--- config.mk ---
export PLATFORM = sky130hd
export DESIGN_NAME = flappy_game_ctrl
export DESIGN_NICKNAME = d
export VERILOG_FILES = /design/src/rtl/flappy_game_ctrl_pkg.sv /design/src/rtl/flappy_game_ctrl_pipe_slot.sv /design/src/rtl/flappy_game_ctrl.sv
export SDC_FILE = /design/constraint.sdc
export NUM_CORES = 1
export LEC_CHECK = 0
export CAP_MARGIN = 20
export CORE_UTILIZATION = 43
export DETAILED_ROUTE_END_ITERATION = 8
export PLACE_DENSITY = 0.88
export SETUP_SLACK_MARGIN = 0.5
export SLEW_MARGIN = 20
export SYNTH_ARGS = -nofsm -noshare
export SYNTH_HDL_FRONTEND = slang
export SYNTH_SLANG_ARGS = --single-unit
--- constraint.sdc ---
create_clock -name clk -period 2.16 [get_ports clk]
set_input_delay 0.324 -clock clk [delete_from_list [all_inputs] [get_ports clk]]
set_output_delay 0.324 -clock clk [all_outputs]
set_load 0.01 [all_outputs]
--- src/rtl/flappy_game_ctrl_pkg.sv ---
// Shared types and constants for the Flappy Bird game sequencer.
package flappy_pkg;

  typedef enum logic [1:0] {
    IDLE = 2'b00,
    RUN  = 2'b01,
    DEAD = 2'b10
  } game_state_t;

  localparam int unsigned PIPE_W = 11;

  localparam logic [7:0] LFSR_SEED = 8'hA5;
  // x^8+x^6+x^5+x^4+1 on a left-shifting register: taps at bits 7,5,4,3
  localparam logic [7:0] LFSR_TAPS = 8'b1011_1000;

  typedef struct packed {
    logic [PIPE_W-1:0] x;
    logic [PIPE_W-1:0] y0;
    logic [PIPE_W-1:0] y1;
  } pipe_t;

  function automatic logic [7:0] lfsr_next(input logic [7:0] cur);
    return {cur[6:0], ^(cur & LFSR_TAPS)};
  endfunction

endpackage

--- src/rtl/flappy_game_ctrl_pipe_slot.sv ---
// One pipe's position and gap registers: reload, scroll and respawn.
module pipe_slot #(
  parameter int unsigned N         = 11,
  parameter int unsigned START_X   = 640,
  parameter int unsigned RESPAWN_X = 648,
  parameter int unsigned SPEED     = 4,
  parameter int unsigned GAP       = 120,
  parameter int unsigned Y1_START  = 164
) (
  input  logic         clk,
  input  logic         reset,
  input  logic         load,
  input  logic         step,
  input  logic [N-1:0] respawn_y1,
  output logic [N-1:0] x,
  output logic [N-1:0] y0,
  output logic [N-1:0] y1
);

  localparam logic [N-1:0] X_INIT  = N'(START_X);
  localparam logic [N-1:0] X_RESP  = N'(RESPAWN_X);
  localparam logic [N-1:0] X_STEP  = N'(SPEED);
  localparam logic [N-1:0] GAP_N   = N'(GAP);
  localparam logic [N-1:0] Y1_INIT = N'(Y1_START);

  always_ff @(posedge clk) begin
    if (reset || load) begin
      x  <= X_INIT;
      y1 <= Y1_INIT;
      y0 <= Y1_INIT + GAP_N;
    end else if (step) begin
      // Respawn check precedes the subtract, so x never wraps below zero
      if (x == '0) begin
        x  <= X_RESP;
        y1 <= respawn_y1;
        y0 <= respawn_y1 + GAP_N;
      end else begin
        x <= x - X_STEP;
      end
    end
  end

endmodule

--- src/rtl/flappy_game_ctrl.sv ---
// Game-level sequencer: IDLE/RUN/DEAD FSM, three pipe slots, gap LFSR, high score.
module flappy_game_ctrl
  import flappy_pkg::*;
#(
  parameter int unsigned N            = PIPE_W,
  parameter int unsigned START_X      = 640,
  parameter int unsigned PIPE_SPACING = 216,
  parameter int unsigned SPEED        = 4,
  parameter int unsigned GAP          = 120,
  parameter int unsigned GAP_BASE     = 100,
  parameter int unsigned DEAD_TICKS   = 24
) (
  input  logic         clk,
  input  logic         reset,
  input  logic         tick,
  input  logic         flap_btn,
  input  logic         collision,
  input  logic [6:0]   score,
  output logic [N-1:0] pipe1_x,
  output logic [N-1:0] pipe2_x,
  output logic [N-1:0] pipe3_x,
  output logic [N-1:0] pipe1_y0,
  output logic [N-1:0] pipe2_y0,
  output logic [N-1:0] pipe3_y0,
  output logic [N-1:0] pipe1_y1,
  output logic [N-1:0] pipe2_y1,
  output logic [N-1:0] pipe3_y1,
  output logic [1:0]   state,
  output logic         det_reset,
  output logic [6:0]   high_score
);

  localparam int unsigned DW = (DEAD_TICKS > 1) ? $clog2(DEAD_TICKS) : 1;
  localparam logic [DW-1:0] DEAD_LAST = DW'(DEAD_TICKS - 1);

  game_state_t   st;
  logic          btn_q;
  logic [7:0]    lfsr;
  logic [DW-1:0] dead_cnt;

  logic          flap_rise;
  logic          dead_last;
  logic          load_start;
  logic          step;
  logic [N-1:0]  respawn_y1;
  pipe_t         pipes [3];

  always_comb begin
    flap_rise  = flap_btn & ~btn_q;
    dead_last  = (st == DEAD) && tick && (dead_cnt == DEAD_LAST);
    load_start = (st == IDLE) || dead_last;
    step       = (st == RUN) && tick && !collision;
    respawn_y1 = N'(GAP_BASE) + N'(lfsr[6:0]);
  end

  always_ff @(posedge clk) begin
    if (reset) begin
      st         <= IDLE;
      btn_q      <= 1'b0;
      lfsr       <= LFSR_SEED;
      dead_cnt   <= '0;
      high_score <= '0;
      det_reset  <= 1'b1;
    end else begin
      btn_q <= flap_btn;
      lfsr  <= lfsr_next(lfsr);
      case (st)
        IDLE: begin
          if (flap_rise) begin
            st        <= RUN;
            det_reset <= 1'b0;
          end
        end
        RUN: begin
          if (collision) begin
            st       <= DEAD;
            dead_cnt <= '0;
            if (score > high_score) high_score <= score;
          end
        end
        DEAD: begin
          if (dead_last) begin
            st        <= IDLE;
            det_reset <= 1'b1;
            dead_cnt  <= '0;
          end else if (tick) begin
            dead_cnt <= dead_cnt + 1'b1;
          end
        end
        default: begin
          st        <= IDLE;
          det_reset <= 1'b1;
        end
      endcase
    end
  end

  for (genvar k = 0; k < 3; k++) begin : g_pipe
    pipe_slot #(
      .N         (N),
      .START_X   (START_X + k * PIPE_SPACING),
      .RESPAWN_X (3 * PIPE_SPACING),
      .SPEED     (SPEED),
      .GAP       (GAP),
      .Y1_START  (GAP_BASE + 64)
    ) u_slot (
      .clk        (clk),
      .reset      (reset),
      .load       (load_start),
      .step       (step),
      .respawn_y1 (respawn_y1),
      .x          (pipes[k].x),
      .y0         (pipes[k].y0),
      .y1         (pipes[k].y1)
    );
  end

  assign state    = st;
  assign pipe1_x  = pipes[0].x;
  assign pipe2_x  = pipes[1].x;
  assign pipe3_x  = pipes[2].x;
  assign pipe1_y0 = pipes[0].y0;
  assign pipe2_y0 = pipes[1].y0;
  assign pipe3_y0 = pipes[2].y0;
  assign pipe1_y1 = pipes[0].y1;
  assign pipe2_y1 = pipes[1].y1;
  assign pipe3_y1 = pipes[2].y1;

endmodule

# After elaboration in Yosys (flattened, before gate mapping)
# Index checks and enable logic that the tools add are counted.
word_totals:
  elab_cells: 66
  regBits: 123
  output_inout_bits: 109
op_classes:
  eq_ne: 7
  muxes: 14
  reduce_logical: 20
  n_bitwise: 3
  add_sub_neg: 6
  order_cmp: 1
op_table:
  columns: ["cell", "n"]
  rows:
  - ["$logic_not A11 Y1", 3]
  - ["$mux W11", 3]
  - ["$sub A11 B3 Y11 const B", 3]
  - ["$mux W5", 3]
  - ["$reduce_and A3 Y1", 4]
  - ["$pmux W5 S2", 1]
  - ["$add A8 B7 Y9 const B", 1]
  - ["$add A7 B7 Y8 const A", 1]
  - ["$reduce_xor A8 Y1", 1]
  - ["$gt A7 B7 Y1", 1]
  - ["$mux W2", 3]
  - ["$ne A2 B2 Y1 const B", 3]
  - ["$pmux W2 S3", 1]
  - ["$reduce_and A2 Y1", 3]
  - ["$add A5 B1 Y5 const B", 1]
  - ["$eq A5 B5 Y1 const B", 1]
  - ["$logic_and A1 B1 Y1", 4]
  - ["$ne A3 B3 Y1 const B", 1]
  - ["$pmux W1 S3", 1]
  - ["$eq A2 B1 Y1 const B", 1]
  - ["$eq A2 B2 Y1 const B", 1]
  - ["$logic_not A2 Y1", 1]
  - ["$logic_or A1 B1 Y1", 2]
  - ["$mux W1", 2]
  - ["4 further kinds", 5]

# Longest topological paths before layout
# Gate-level depths: netlist of the first run.
depth:
  depth_word: 5
  depth_mapped: 9
  depth_no_buf: 7

# Modules after synthesis
# From an unflattened synthesis of the first run, not the netlist that was laid out.
hier_totals:
  cells_unflattened: 563
  area_unflattened_um2: 4981.0
by_module_without_submodules:
  columns: ["mod", "cells_each", "instances", "seq_area_each_um2", "area_each_um2"]
  rows:
  - ["pipe_slot (g_pipe[1].u_slot)", 146, 1, 560.5, 1302.5]
  - ["pipe_slot (g_pipe[2].u_slot)", 143, 1, 560.5, 1231.2]
  - ["flappy_game_ctrl", 131, 1, 480.5, 1223.7]
  - ["pipe_slot (g_pipe[0].u_slot)", 143, 1, 560.5, 1223.7]

# Worst setup path after synthesis of the first run
# Ideal clock, no wire load.
synth_timing:
  path_type: "register -> register"
  start: "register st[0] (netlist: state[0])"
  end: "register g_pipe[0].u_slot.y0[4]"
  setup_ns: 0.142
  period_less_slack_ns: 2.252
  arrival_time_ns: 2.110
  path_stages_with_launch: 10
  path_slack_ns: -0.092
  path_cell_list: "dfxtp_1 -> nand4bb_1 -> buf_2 -> or4b_4 -> buf_6 -> or3_1 -> buf_2 -> buf_6 -> nand2_1 -> o211ai_2"
synth_between:
  elab_chain_len: 5
  elab_cells_between_ends: 10
synth_lines:
  columns: ["item", "line", "rtl"]
  rows:
  - ["start: declaration", "flappy_game_ctrl.sv:36", "game_state_t st;"]
  - ["start signal: assignment", "flappy_game_ctrl.sv:58", "st <= IDLE;"]
  - ["start signal: assignment", "flappy_game_ctrl.sv:70", "st <= RUN;"]
  - ["start signal: assignment", "flappy_game_ctrl.sv:76", "st <= DEAD;"]
  - ["$eq A2 B2 Y1", "flappy_game_ctrl.sv:50", "dead_last = (st == DEAD) && tick && (dead_cnt == DEAD_LAST);"]
  - ["$logic_and A1 B1 Y1 (2 in series)", "flappy_game_ctrl.sv:50", null]
  - ["$logic_or A1 B1 Y1", "flappy_game_ctrl.sv:51", "load_start = (st == IDLE) || dead_last;"]
  - ["$logic_or A1 B1 Y1", "flappy_game_ctrl_pipe_slot.sv:27", "if (reset || load) begin"]
  - ["end signal: assignment", "flappy_game_ctrl_pipe_slot.sv:30", "y0 <= Y1_INIT + GAP_N;"]
  - ["end signal: assignment", "flappy_game_ctrl_pipe_slot.sv:36", "y0 <= respawn_y1 + GAP_N;"]
  - ["end: declaration", "flappy_game_ctrl_pipe_slot.sv:16", "output logic [N-1:0] y0,"]
# Parallel ways exist; a longest one is shown, timed or not.
# A chain may end at the register's enable or synchronous reset.

# Worst setup path in the final report of the first run
layout_timing:
  start: "register g_pipe[0].u_slot.x[3]"
  end: "register g_pipe[0].u_slot.y0[7]"
layout_between:
  elab_chain_len: 2
layout_lines:
  columns: ["item", "line", "rtl"]
  rows:
  - ["start: declaration", "flappy_game_ctrl_pipe_slot.sv:15", "output logic [N-1:0] x,"]
  - ["start signal: assignment", "flappy_game_ctrl_pipe_slot.sv:38", "x <= x - X_STEP;"]
  - ["$logic_not A11 Y1", "flappy_game_ctrl_pipe_slot.sv:33", "if (x == '0) begin"]
  - ["$reduce_and A2 Y1 (no line)", null, null]
# No other way between the ends.

==> flow_summary_export.csv, run 1 <==
group,metric,value,unit
placed_design,dp_hpwl,7930,um
timing,hold_violations,0,
die,die_area,0.0103,mm^2
worst_setup_path,crit_chain,"inv_1 -> ha_1 -> or4b_4 -> or3_4 -> a311oi_1 -> nor2_1",
detailed_routing,totalWireLength,14300,um
power_and_ir_drop,p_per_area,495,mW/mm^2
clock_tree,htree_levels,3,
finish,area_growth,58.4,%
worst_setup_path,crit_path_max_fanout,5,
timing,drv_slew,0,
worst_setup_path,crit_slowest_cell,"or4b_4",
finish,antenna_cells,0,
die,initial_utilization,45.1,%
power_and_ir_drop,seqPwrFrac,53.0,%
synth,yosys_register_bits,93,
outcome,status,"complete, no violations",
synth,syn_area,0.00425,mm^2
die,die_y,101,um
synth,synth_cells,474,
min_path,hold_path_depth,3,
clock_tree,clockBufferDepth,2,
flow_run,cap_violations,0,
power_and_ir_drop,swShare,28.1,%
global_route,grt_pass1_vias,4048,
synth,yosysWarnings,0,
power_and_ir_drop,p_leak,2.84,nW
timing,period_share,95.3,%
clock_tree,cts_buffers,9,
worst_setup_path,worstSetupStartpointType,"flop",
timing,fin_crit,2060,ps
detailed_routing,drtAntennaViolNets,0,
detailed_routing,drtPass1Iterations,7,
clock_tree,clock-sinks,93,
global_route,grt_pass1_wl,19600,um
clock_tree,cts_root_buffer,"clkbuf_8",
power_and_ir_drop,p_int,2.39,mW
die,design.core.area,0.00942,mm^2
placed_design,placed_area,0.00557,mm^2
synth,syn_area_per_cell,8.97,um^2
timing,fmax,486,MHz
power_and_ir_drop,switchingPower,0.936,mW
die,rows,35,
synth,synth_area_leader_cell,"dfxtp_1",
global_route,antenna_found_initial,0,
timing,setup_viol,0,
worst_setup_path,critPathMaxStageDelay,480,ps
timing,fin_skew,13.8,ps
placed_design,io_buffers,99,
power_and_ir_drop,clock_power_share,32.8,%
placed_design,dp_slack,-374,ps
synth,synth_ff_type,"dfxtp_1",
synth,netlist.area_leader.share,43.8,%
finish,stdcell_area,0.00673,mm^2
finish,drive_gt1_share,37.2,%
detailed_routing,drc,0,
detailed_routing,routed-via-count,4203,
synth,synth_seq_area_share,43.8,%
clock_tree,clk_pin_slew,100,ps
synth,synth_edf_count,0,
min_path,hp-class,"in -> reg",
timing,setup_tns,0,ps
finish,fill_cells,598,
die,die_width,101,um
clock_tree,clk_latency,370,ps
global_route,overflow,0,
power_and_ir_drop,peakVddDrop,0.373,mV
worst_setup_path,path_class,"reg -> reg",
finish,finalNonFillerCells,756,
detailed_routing,via_per_inst,5.56,
global_route,grtUsageTotal,24.7,%
worst_setup_path,ff2ff_path_depth,6,
worst_setup_path,worstPathArrival,2320,ps
detailed_routing,drt_iter0_markers,338,
timing,fin_ws,101,ps
detailed_routing,drt-wirelength-per-cell,18.9,um
worst_setup_path,crit_path_end_kind,"flop",
timing,rsz0062_at_grt,"true",
worst_setup_path,crit_required,2420,ps
synth,async_flop_share,0,%
placed_design,place_congestion,0.860,
placed_design,dp.cells,709,
power_and_ir_drop,pwr-share-comb,14.2,%
synth,synth.area.top_cells,"dfxtp_1 44%, nand2_1 5.4%, buf_4 5.3%",
finish,finalNetCount,651,
global_route,grt_max_degree,36,
synth,ys_types,55,
clock_tree,cts_tree,"yes",
die,io_pins,121,
layout make-up:
cell class	count	area [um^2]	share of cell area, %
Inverter	18	67.6	1.00
Clock inverter	5	35.0	0.520
Multi-Input combinational cell	336	2670	39.7
Clock buffer	11	141	2.10
Tap cell	129	161	2.40
Sequential cell	93	1930	28.6
Timing Repair Buffer	164	1730	25.7
power by group through the flow:
stage | sequential (mW) | clock [mW] | combinational [mW]
after detailed placement | 1.80 | 0 | 0.356
after floorplan | 1.81 | 0 | 0.237
final | 1.76 | 1.09 | 0.473
after global routing | 1.77 | 1.17 | 0.502
after CTS | 1.76 | 1.08 | 0.408
after global placement | 1.80 | 0 | 0.348
metrics by stage:
step / hold WS [ps] / util (%) / power, mW
2_1_floorplan: 452 / - / 2.04
3_3_place_gp: 444 / 59.2 / 2.15
3_5_place_dp: 448 / 59.2 / 2.16
4_1_cts: 466 / 66.8 / 3.25
5_1_grt: 305 / 71.5 / 3.44
6_report: 295 / 71.5 / 3.33
repair_timing:
action,CTS,global route
hold buffers,0,0
cloned,4,2
gates resized for setup,109,102
setup endpoints to repair,93,107
pin swaps,36,21
buffers inserted,19,6
kinds of logic after synthesis:
kind of cell / synth area share (%)
AND/OR/NAND/NOR: 21.2
other: 0.0882
buffers and inverters: 9.30
adder cells (fa/ha/maj): 5.00
AO/OA/AOI/OAI: 12.4
multiplexers: 2.62
flip-flops: 43.8
XOR/XNOR: 5.56
cells in the mapped netlist (all sizes together) (2+ instances only):
cell type / count
nand4: 3
xor2: 10
a211oi: 4
clkbuf: 12
xnor2: 17
nor4: 3
buf: 38
o21ai: 17
nand3: 15
inv: 18
and3b: 3
nand2b: 20
or4: 3
a31oi: 2
a311oi: 2
mux2i: 10
nor3: 14
nor2b: 7
and3: 3
nand2: 62
o211ai: 15
or3: 5
dfxtp: 93
ha: 17
nor2: 24
a21oi: 32
nor3b: 3
or2: 4
final timing paths:
check                                                          from                             endpoint  slack, ps
worst max-delay path             g_pipe[0].u_slot.x[3]$_SDFFE_PP0N_  g_pipe[0].u_slot.y0[7]$_SDFFE_PP0P_        100
worst min-delay path                                       score[6]           high_score[6]$_SDFFE_PP0P_        290
worst max register to register   g_pipe[0].u_slot.x[3]$_SDFFE_PP0N_  g_pipe[0].u_slot.y0[7]$_SDFFE_PP0P_        100
worst min register to register  g_pipe[2].u_slot.y0[7]$_SDFFE_PP0P_  g_pipe[2].u_slot.y0[7]$_SDFFE_PP0P_        460
layer usage:
metal / global-route usage [%] / up-vias / share of wire, % / wire (um)
met5: 0 / - / 0 / 0
met4: 10.5 / 0 / 3.8 / 540
met3: 4.69 / 55 / 7.1 / 1010
met2: 45.0 / 239 / 51 / 7340
met1: 28.3 / 2049 / 38 / 5420
li1: - / 1860 / - / -
placed cells by master (no fill, tap or decap), drive strengths merged, types with 10 or more instances in the layout:
master         netlist  routed
o211ai              15      15
nand2b              20      20
conb                 1      21
dfxtp               93      93
dlygate4sd2          0      10
nand2               62      62
inv                 18      19
clkdlybuf4s50        0      62
clkbuf              12      13
xnor2               17      17
buf                 38      63
o21ai               17      17
dlymetal6s2s         0      27
mux2i               10      10
ha                  17      17
xor2                10      10
nor3                14      14
nor2                24      24
a21oi               32      32
nand3               15      15
state kept, by name (all words and copies together) (netlist names):
register,flops
g_pipe.u_slot.x,27
g_pipe.u_slot.y0,21
g_pipe.u_slot.y1,21
lfsr,8
high_score,7
dead_cnt,5
state,2
btn_q,1
det_reset,1
worst max-delay path, delay by kind of cell, from the launching register on:
kind                     cells  cell delay (ps)
AND/OR/NAND/NOR              3             1030
buffers and inverters        1               90
flip-flops                   1              340
AO/OA/AOI/OAI                1              310
adder cells (fa/ha/maj)      1              180
No activity file was read; power rests on OpenSTA's default activity.
==> inputs of run 2 (changes only) <==
--- a/config.mk
+++ b/config.mk
@@ -8,9 +8,11 @@
 export CAP_MARGIN = 20
 export CORE_UTILIZATION = 43
 export DETAILED_ROUTE_END_ITERATION = 8
+export GPL_TIMING_DRIVEN = 0
 export PLACE_DENSITY = 0.88
 export SETUP_SLACK_MARGIN = 0.5
 export SLEW_MARGIN = 20
 export SYNTH_ARGS = -nofsm -noshare
 export SYNTH_HDL_FRONTEND = slang
 export SYNTH_SLANG_ARGS = --single-unit
+export TNS_END_PERCENT = 10
==> run 2 against run 1 <==
Net effect:
- the flow now finishes with violations (setup timing)
- count of clock-buffer cells in the layout down 2
- clock skew grew 5.2 ps
- combinational power down 7.6%
- non-clock buffer count increased by 11
- critical path depth up 2
- via count is 1.1% lower
- design area is 1.2% lower
- flip-flop and latch count unchanged
- sequential power about the same
- global-route usage increased by 0.23 points
- power is 3.8% higher
- critical path type unchanged
==> flow_summary_export.csv, run 2 (synthesis gave the netlist of run 1 again) <==
group,metric,value,unit
worst_setup_path,path_class,"reg -> reg",
min_path,min_from,"score[6]",
finish,fin_util,70.6,%
timing,rsz0062_at_grt,"true",
timing,worst_slew_pin_slew,608,ps
worst_setup_path,startpoint,"state[1]$_SDFFE_PP0P_",
worst_setup_path,crit_path_max_fanout,6,
power_and_ir_drop,peakVddDrop,0.391,mV
finish,largest_reg_flops,27,
finish,stdcell_area,0.00665,mm^2
timing,fin_skew,18.9,ps
worst_setup_path,worstSetupStartpointType,"flop",
worst_setup_path,crit_slowest_cell,"or4b_4",
timing,fmax,449,MHz
die,rows,35,
min_path,hp-class,"in -> reg",
clock_tree,cts_buffers,9,
worst_setup_path,crit_path_end_kind,"flop",
finish,reg_top3,"g_pipe.u_slot.x: 27 flops, g_pipe.u_slot.y0: 21 flops, g_pipe.u_slot.y1: 21 flops",
placed_design,io_buffers,99,
clock_tree,htree_levels,3,
global_route,grtUsageTotal,25.0,%
clock_tree,hold_buffers,0,
timing,hold_violations,0,
finish,layout_common_cells,"52 x buf_4, 51 x dfxtp_1, 44 x nand2_1",
timing,setup_viol,11,
detailed_routing,drtAntennaViolNets,0,
timing,period_share,103,%
detailed_routing,drt_iter0_markers,247,
detailed_routing,totalWireLength,13900,um
clock_tree,cts_tree,"yes",
die,io_pins,121,
placed_design,dp_hpwl,8180,um
finish,finalNetCount,659,
clock_tree,cts_root_buffer,"clkbuf_8",
finish,antenna_cells,0,
detailed_routing,drt-wirelength-per-cell,18.2,um
clock_tree,clockBufferDepth,2,
flow_run,cap_violations,0,
detailed_routing,via_per_inst,5.44,
placed_design,place_congestion,0.848,
worst_setup_path,rr_startpoint,"state[1]$_SDFFE_PP0P_",
die,die_width,101,um
timing,worst_slew_margin_rel,59.2,%
worst_setup_path,cpMostUsedCell,"buf_6",
worst_setup_path,critPathMaxStageDelay,510,ps
die,initial_utilization,45.1,%
worst_setup_path,crit_required,2440,ps
detailed_routing,drtPass1Iterations,5,
worst_setup_path,worstPathArrival,2510,ps
timing,fin_crit,2230,ps
detailed_routing,drc,0,
detailed_routing,routed-via-count,4155,
die,die_y,101,um
die,die_area,0.0103,mm^2
global_route,overflow,0,
die,design.core.area,0.00942,mm^2
placed_design,placed_area,0.00549,mm^2
timing,fin_ws,-69.2,ps
clock_tree,clk_pin_slew,110,ps
power_and_ir_drop,p_leak,3.00,nW
min_path,hold_path_depth,3,
finish,area_growth,56.5,%
finish,drive_gt1_share,36.2,%
global_route,grt_pass1_wl,19700,um
worst_setup_path,crit_chain,"nand4bb_1 -> buf_6 -> or4b_4 -> buf_6 -> or3_4 -> buf_8 -> a311oi_1 -> nor2_1",
finish,top_register,"g_pipe.u_slot.x",
timing,drv_slew,0,
outcome,violations,"setup timing",
clock_tree,clk_latency,380,ps
power_and_ir_drop,p_per_area,520,mW/mm^2
global_route,antenna_found_initial,0,
global_route,grt_pass1_vias,4056,
clock_tree,clock-sinks,93,
global_route,grt_max_degree,18,
finish,final_common_cell,"buf_4",
worst_setup_path,ff2ff_path_depth,8,
outcome,status,"complete, but fails checks",
-- run 2: report_power, final --
part | total (mW) | switching (mW) | internal (mW)
Combinational | 0.437 | 0.244 | 0.193
Clock | 1.24 | 0.692 | 0.552
Sequential | 1.77 | 0.0378 | 1.74
-- run 2: layout make-up --
type	instances	area (um^2)
Buffer	50	439
Timing Repair Buffer	125	1340
Clock buffer	9	124
Sequential cell	93	1930
Inverter	18	67.6
Clock inverter	7	78.8
Fill cell	628	2770
Tap cell	129	161
Multi-Input combinational cell	333	2510
-- run 2: final timing paths --
| check | end | slack (ps) |
|---|---|---|
| min | high_score[6]$_SDFFE_PP0P_ | 290 |
| min reg2reg | g_pipe[2].u_slot.y1[0]$_SDFFE_PP0P_ | 470 |
| max reg2reg | g_pipe[0].u_slot.y0[7]$_SDFFE_PP0P_ | -70 |
| max | g_pipe[0].u_slot.y0[7]$_SDFFE_PP0P_ | -70 |
-- run 2: worst max-delay path: cells and delay by family (launching register included) --
family                 cells  cell delay (ps)
AND/OR/NAND/NOR            4             1120
buffers and inverters      3              430
flip-flops                 1              350
AO/OA/AOI/OAI              1              230
-- run 2: routing by layer --
| layer | GRT usage [%] | part of all wire, % | vias up |
|---|---|---|---|
| met5 | 0 | 0 | - |
| met4 | 10.7 | 3.9 | 0 |
| met3 | 5.94 | 8.1 | 55 |
| met2 | 45.1 | 51 | 232 |
| met1 | 28.0 | 37 | 1989 |
| li1 | - | - | 1879 |
-- run 2: metrics by stage --
stage	hold WS, ps	setup TNS, ps	total power [mW]	worst slack [ps]	cells
detailed placement	460	-29130	2.15	-617	722
floorplan	452	-56.0	2.04	-19.0	494
finish	288	-390	3.46	-69.2	764
CTS	408	-257	3.37	-51.8	750
global route	299	-1220	3.56	-120	764
global placement	450	-35990	2.14	-785	722
-- run 2: what timing repair did --
item	in CTS	in global routing
gates cloned	1	2
endpoints found under the setup margin	107	122
gates resized for setup	136	114
pin swaps	41	41
setup buffers	11	12
